==> config.mk <==
export PLATFORM = sky130hd
export DESIGN_NAME = backscatter_phase_mod
export DESIGN_NICKNAME = d
export VERILOG_FILES = /design/src/rtl/backscatter_phase_mod.sv
export SDC_FILE = /design/constraint.sdc
export NUM_CORES = 1
export LEC_CHECK = 0
export CAP_MARGIN = 20
export CELL_PAD_IN_SITES_DETAIL_PLACEMENT = 0
export CELL_PAD_IN_SITES_GLOBAL_PLACEMENT = 1
export CORE_MARGIN = 5
export CORE_UTILIZATION = 45
export CTS_CLUSTER_SIZE = 28
export DETAILED_ROUTE_END_ITERATION = 16
export PLACE_DENSITY = 0.85
export SYNTH_ARGS = -nofsm -noshare
export SYNTH_HDL_FRONTEND = slang
export SYNTH_SLANG_ARGS = --single-unit
==> constraint.sdc <==
create_clock -name clock -period 5.32 [get_ports clock]
set_input_delay 1.064 -clock clock [delete_from_list [all_inputs] [get_ports clock]]
set_output_delay 1.064 -clock clock [all_outputs]
set_load 0.05 [all_outputs]
==> src/rtl/backscatter_phase_mod.sv <==
// backscatter_phase_mod
//   Square-wave carrier generator for the tag RF switch with M-ary phase
//   modulation applied during a triggered frame. Symbols arrive on a
//   valid/ready stream through a 1-entry hold register and each one shifts
//   the carrier phase by sym * (P >> PHASE_BITS) cycles for SYM_LEN periods.
//
//   Optional build macro: DIFF_ENC_EN -- differential encoding; the applied
//   symbol is the running sum of received symbols (mod 2**PHASE_BITS).
//
// Ports
//   clock       PLL global clock
//   reset       synchronous, active-high
//   trigger     asynchronous frame start (rising edge, 2-FF synchronised)
//   frame_len   symbols per frame, sampled when a trigger is accepted
//   sym_data    symbol value
//   sym_valid   sym_data valid
//   sym_ready   hold register can take sym_data this cycle
//   switch_out  registered RF switch drive
//   rss_en      switch enable, tied high
//   busy        frame in progress (ALIGN or RUN)
//   frame_done  1-cycle pulse after the last symbol period
//   underrun    1-cycle pulse on a symbol boundary with no data held
module backscatter_phase_mod #(
  parameter int HALF_PERIOD = 4,
  parameter int PHASE_BITS  = 1,
  parameter int SYM_LEN     = 2,
  parameter int FRAME_LEN_W = 12
) (
  input  logic                   clock,
  input  logic                   reset,
  input  logic                   trigger,
  input  logic [FRAME_LEN_W-1:0] frame_len,
  input  logic [PHASE_BITS-1:0]  sym_data,
  input  logic                   sym_valid,
  output logic                   sym_ready,
  output logic                   switch_out,
  output logic                   rss_en,
  output logic                   busy,
  output logic                   frame_done,
  output logic                   underrun
);
  localparam int P    = 2 * HALF_PERIOD;
  localparam int PW   = (P > 1) ? $clog2(P) : 1;
  localparam int PW1  = PW + 1;
  localparam int STEP = P >> PHASE_BITS;
  localparam int SW   = (SYM_LEN > 1) ? $clog2(SYM_LEN) : 1;
  localparam logic [PW-1:0] P_LAST = PW'(P - 1);
  localparam logic [SW-1:0] S_LAST = SW'(SYM_LEN - 1);

  typedef enum logic [1:0] {IDLE, ALIGN, RUN} state_t;

  state_t                 state_q, state_d;
  logic [PW-1:0]          phase_cnt_q, phase_cnt_d;
  logic [SW-1:0]          per_cnt_q, per_cnt_d;
  logic [FRAME_LEN_W-1:0] sym_cnt_q, sym_cnt_d;
  logic [FRAME_LEN_W-1:0] frame_len_q, frame_len_d;
  logic [PHASE_BITS-1:0]  hold_q, hold_d;
  logic                   hold_full_q, hold_full_d;
  logic [PHASE_BITS-1:0]  cur_sym_q, cur_sym_d;
  logic                   switch_out_q, switch_out_d;
  logic                   frame_done_q, frame_done_d;
  logic                   sync1_q, sync2_q, sync2_dly_q;

  logic                   rise, wrap, boundary, frame_end, take;
  logic [PHASE_BITS-1:0]  sym_new, sym_now;
  logic [PW1-1:0]         off, sum;

  assign rss_en     = 1'b1;
  assign switch_out = switch_out_q;
  assign frame_done = frame_done_q;
  assign busy       = (state_q != IDLE) & ~reset;
  assign sym_ready  = busy & ~hold_full_q;
  assign underrun   = boundary & ~hold_full_q & ~reset;

  always_comb begin
    rise      = sync2_q & ~sync2_dly_q;
    wrap      = (phase_cnt_q == P_LAST);
    boundary  = (state_q == RUN) && (phase_cnt_q == '0) && (per_cnt_q == '0);
    frame_end = (state_q == RUN) && wrap && (per_cnt_q == S_LAST) &&
                (sym_cnt_q == frame_len_q);
    take      = sym_valid & sym_ready;

`ifdef DIFF_ENC_EN
    // Underrun adds nothing, so the previous phase is held.
    sym_new = hold_full_q ? (cur_sym_q + hold_q) : cur_sym_q;
`else
    sym_new = hold_full_q ? hold_q : '0;
`endif
    // The symbol that owns the current phase_cnt slot: the new one on a
    // boundary, so switch_out shows it exactly one cycle later.
    sym_now = boundary ? sym_new : cur_sym_q;

    off = (state_q == RUN) ? PW1'(32'(sym_now) * STEP) : '0;
    sum = {1'b0, phase_cnt_q} + off;
    if (sum >= PW1'(P)) sum = sum - PW1'(P);
    switch_out_d = (sum < PW1'(HALF_PERIOD));

    phase_cnt_d  = wrap ? '0 : phase_cnt_q + PW'(1);
    state_d      = state_q;
    per_cnt_d    = per_cnt_q;
    sym_cnt_d    = sym_cnt_q;
    frame_len_d  = frame_len_q;
    hold_d       = hold_q;
    hold_full_d  = hold_full_q;
    cur_sym_d    = cur_sym_q;
    frame_done_d = 1'b0;

    case (state_q)
      IDLE: begin
        if (rise && (frame_len != '0)) begin
          state_d     = ALIGN;
          frame_len_d = frame_len;
          sym_cnt_d   = '0;
          per_cnt_d   = '0;
          cur_sym_d   = '0;
          hold_full_d = 1'b0;
        end
      end
      ALIGN: begin
        if (wrap) state_d = RUN;
      end
      RUN: begin
        if (wrap) per_cnt_d = (per_cnt_q == S_LAST) ? '0 : per_cnt_q + SW'(1);
        if (boundary) begin
          sym_cnt_d   = sym_cnt_q + FRAME_LEN_W'(1);
          cur_sym_d   = sym_now;
          hold_full_d = 1'b0;
        end
      end
      default: state_d = IDLE;
    endcase

    // take only happens with the hold empty, so it never collides with the
    // boundary unload above.
    if (take) begin
      hold_d      = sym_data;
      hold_full_d = 1'b1;
    end

    // Last period complete: the final switch_out still uses cur_sym_q,
    // the registered symbol is cleared for IDLE.
    if (frame_end) begin
      state_d      = IDLE;
      cur_sym_d    = '0;
      per_cnt_d    = '0;
      hold_full_d  = 1'b0;
      frame_done_d = 1'b1;
    end
  end

  always_ff @(posedge clock) begin
    if (reset) begin
      state_q      <= IDLE;
      phase_cnt_q  <= '0;
      per_cnt_q    <= '0;
      sym_cnt_q    <= '0;
      frame_len_q  <= '0;
      hold_q       <= '0;
      hold_full_q  <= 1'b0;
      cur_sym_q    <= '0;
      switch_out_q <= 1'b0;
      frame_done_q <= 1'b0;
      sync1_q      <= 1'b0;
      sync2_q      <= 1'b0;
      sync2_dly_q  <= 1'b0;
    end else begin
      state_q      <= state_d;
      phase_cnt_q  <= phase_cnt_d;
      per_cnt_q    <= per_cnt_d;
      sym_cnt_q    <= sym_cnt_d;
      frame_len_q  <= frame_len_d;
      hold_q       <= hold_d;
      hold_full_q  <= hold_full_d;
      cur_sym_q    <= cur_sym_d;
      switch_out_q <= switch_out_d;
      frame_done_q <= frame_done_d;
      sync1_q      <= trigger;
      sync2_q      <= sync1_q;
      sync2_dly_q  <= sync2_q;
    end
  end
endmodule

==> run_results.csv <==
group,metric,value,unit
clocking,cts_hold_buf,0,
drt,dr_wl_met2,1.82,mm
logic_synthesis,syn_nets,205,
global_route,grt_pass1_wl,6.55,mm
clocking,clock_latency,290,ps
timing,hold_violations,0,
clocking,htree_levels,2,
clocking,clock-sinks,38,
logic_synthesis,synth-async-reset-ratio,0,%
drt,drtPass1Iterations,4,
timing,setup_violations,0,
timing,slew_headroom,52.4,%
drt,drt.antenna.violating_nets,0,
layout,synthToLayoutAreaGrowth,21.2,%
timing,worstMarginPinSlew,714,ps
clocking,cts_setup_buffers,0,
setup_path,cp_max_fo,29,
placed_design,dpl_worst_slack,1460,ps
floorplan,rows,22,
setup_path,rr_endpoint,"sym_cnt_q[10]",
timing,skew,8.12,ps
logic_synthesis,synth_edf_count,0,
timing,fmax,0.260,GHz
timing,final.setup.tns,0,ps
hold_path,min_from,"sync1_q",
floorplan,die_x,72.6,um
drt,wl,3.75,mm
clocking,cts_max_path_buffers,2,
drt,vias,1389,
global_route,antenna_found_initial,0,
floorplan,core_area,3720,sq um
setup_path,critical_path_arrival,2780,ps
clocking,cts_tree,"yes",
timing,rsz0062_at_grt,"no",
drt,drc,0,
logic_synthesis,ys_warn_count,0,
global_route,overflow,0,
logic_synthesis,ys_seq_area_share,43.2,%
logic_synthesis,ys.flop_type,"dfxtp_1",
setup_path,r2r_cells,4,
power_and_ir_drop,p_leak,0.734,nW
timing,timing.final.crit_share,72.3,%
logic_synthesis,ys_types,36,
placed_design,dp_cells,246,
global_route,grt_max_degree,30,
drt,drt-initial-drc-count,65,
outcome,status,"finished clean",
layout,final_cell_area,2140,sq um
setup_path,path_cells,"clkdlybuf4s50_1, buf_4, nor3_1, clkdlybuf4s50_1",
timing,slew_violations,0,
placed_design,placed_cell_area,2000,sq um
hold_path,hold_end,"sync2_q",
floorplan,die_area,5270,sq um
setup_path,setup.worst_path.end_class,"primary output",
placed_design,gp_congestion,0.806,
power_and_ir_drop,peakVddDrop,0.213,mV
clocking,clock_tree.root_cell,"clkbuf_8",
setup_path,worstReg2RegStart,"state_q[1]",
placed_design,io_buffers,21,
placed_design,dp_hpwl,2.76,mm
logic_synthesis,avgSynthCellArea,9.63,sq um
layout,layout.nets,227,
layout,drive_gt1_share,7.28,%
layout,final_cells,254,
setup_path,max_stage_delay,840,ps
drt,dr_wl_met3,176,um
layout,antenna_cells,0,
logic_synthesis,synth_top_area_cell,"dfxtp_1",
drt,viasPerCell,5.47,
setup_path,rrSetupSlack,3100,ps
global_route,grt.total_usage,15.8,%
timing,timing.final.ws_setup,1470,ps
logic_synthesis,synth_area_leaders,"dfxtp_1 43%, xnor2_1 7.5%, mux2i_1 7.4%, nor2_1 5.1%, ha_1 3.6%",
setup_path,crit_slowest_cell,"clkdlybuf4s50_1",
setup_path,crit_top_cell,"clkdlybuf4s50_1",
clocking,cts_resized,0,
floorplan,start_util,47.4,%
drt,wl_met1,1.67,mm
drt,wire_per_inst,14.8,um
setup_path,crit_path_start_kind,"input port",
floorplan,io_pins,23,
global_route,grt_pass1_vias,1399,
setup_path,critPathRequiredTime,4260,ps
job,cap_violations,0,
setup_path,critPathKind,"in -> out",
logic_synthesis,ys_ff_latch,38,
power_and_ir_drop,power_density,299,nW/um^2
logic_synthesis,syn_area,1760,sq um
clocking,cts_buffers,5,
logic_synthesis,synth_top_area_share,43.2,%
hold_path,min_path_type,"reg -> reg",
drt,dr.max_layer_used,"met4",
timing,holdWs,452,ps
logic_synthesis,syn_inst,183,
clocking,clk_pin_slew_worst_paths,80,ps
floorplan,die_y,72.6,um
timing,min_period,3850,ps
hold_path,min_delay_path_depth,1,
worst max-delay path: cells and delay by family:
kind | cells | cell delay [ps]
and+or+nand+nor | 1 | 220
buffers and inverters | 3 | 1500
registers in the layout (all words and copies together), names as in the netlist:
signal	count
sync1_q	1
sync2_q	1
cur_sym_q	1
frame_len_q	12
sync2_dly_q	1
per_cnt_q	1
state_q	2
switch_out	1
sym_cnt_q	12
hold_full_q	1
frame_done	1
hold_q	1
phase_cnt_q	3
layout by cell type (no fill, tap or decap), types with 4 or more instances in the layout:
master	synthesis	layout
dfxtp_1	38	38
nor2_1	24	24
clkdlybuf4s50_1	0	21
xnor2_1	15	15
mux2i_1	13	13
nor3_1	8	8
nand2_1	7	7
a21oi_1	7	7
nor2b_1	6	6
nand3_1	5	5
nor4_1	5	5
ha_1	5	5
clkbuf_8	0	5
inv_1	4	4
or4_1	4	4
xor2_1	4	4
nand4_1	4	4
where the power goes:
part	internal [W]	leakage [nW]	switching, W	total [W]
Combinational	0.0000250	0.357	0.0000251	0.0000501
Clock	0.000188	0.0683	0.000105	0.000292
Sequential	0.000292	0.308	0.00000552	0.000297
kinds of logic (layout without fill, tap and decap cells):
| family | count (synthesis) | count (layout) | share of synthesized area, % |
|---|---|---|---|
| and+or+nand+nor | 78 | 78 | 25.4 |
| AOI/OAI and AO/OA | 18 | 18 | 7.60 |
| adders and majority gates | 5 | 5 | 3.55 |
| DFF | 38 | 38 | 43.2 |
| buffers and inverters | 11 | 34 | 3.20 |
| xor gates and xnor gates | 19 | 19 | 9.45 |
| muxes | 13 | 13 | 7.39 |
| other | 1 | 1 | 0.213 |
final cells by class:
cell class	instances	area (sq um)
sequential	38	761
multi-input combinational	134	945
tap	48	60.1
clock inverter	3	68.8
inverter	4	15.0
timing repair buffer	22	218
fill	336	1580
clock buffer	5	68.8
worst max path at each step:
| stage | end | from | cells after the start | slack, ps |
|---|---|---|---|---|
| 4_1_cts | underrun | reset | 4 | 1440 |
| 6_report | underrun | reset | 4 | 1470 |
| 5_1_grt | sym_ready | reset | 3 | 1360 |
| 2_1_floorplan | underrun | reset | 3 | 1690 |
| 3_5_place_dp | underrun | reset | 4 | 1460 |
| 3_3_place_gp | underrun | reset | 4 | 1510 |
synth_stat cells (4+ instances only):
master    n
ha_1      5
dfxtp_1  38
xnor2_1  15
nand4_1   4
inv_1     4
nor2_1   24
mux2i_1  13
nand3_1   5
nor4_1    5
a21oi_1   7
nor3_1    8
nor2b_1   6
nand2_1   7
xor2_1    4
or4_1     4
routing by layer:
metal  up-vias  global-route usage, %
li1        696                      -
met1       646                   20.0
met2        36                   25.1
met3        11                   4.13
met4         0                   7.58
met5         -                      0
through the flow:
stage          util [%]  total power [W]
6_report           57.5         0.000640
5_1_grt            57.5         0.000664
4_1_cts            57.5         0.000645
3_5_place_dp       53.8         0.000354
3_3_place_gp       53.8         0.000352
2_1_floorplan         -         0.000334
No activity file was read; power rests on OpenSTA's default activity.
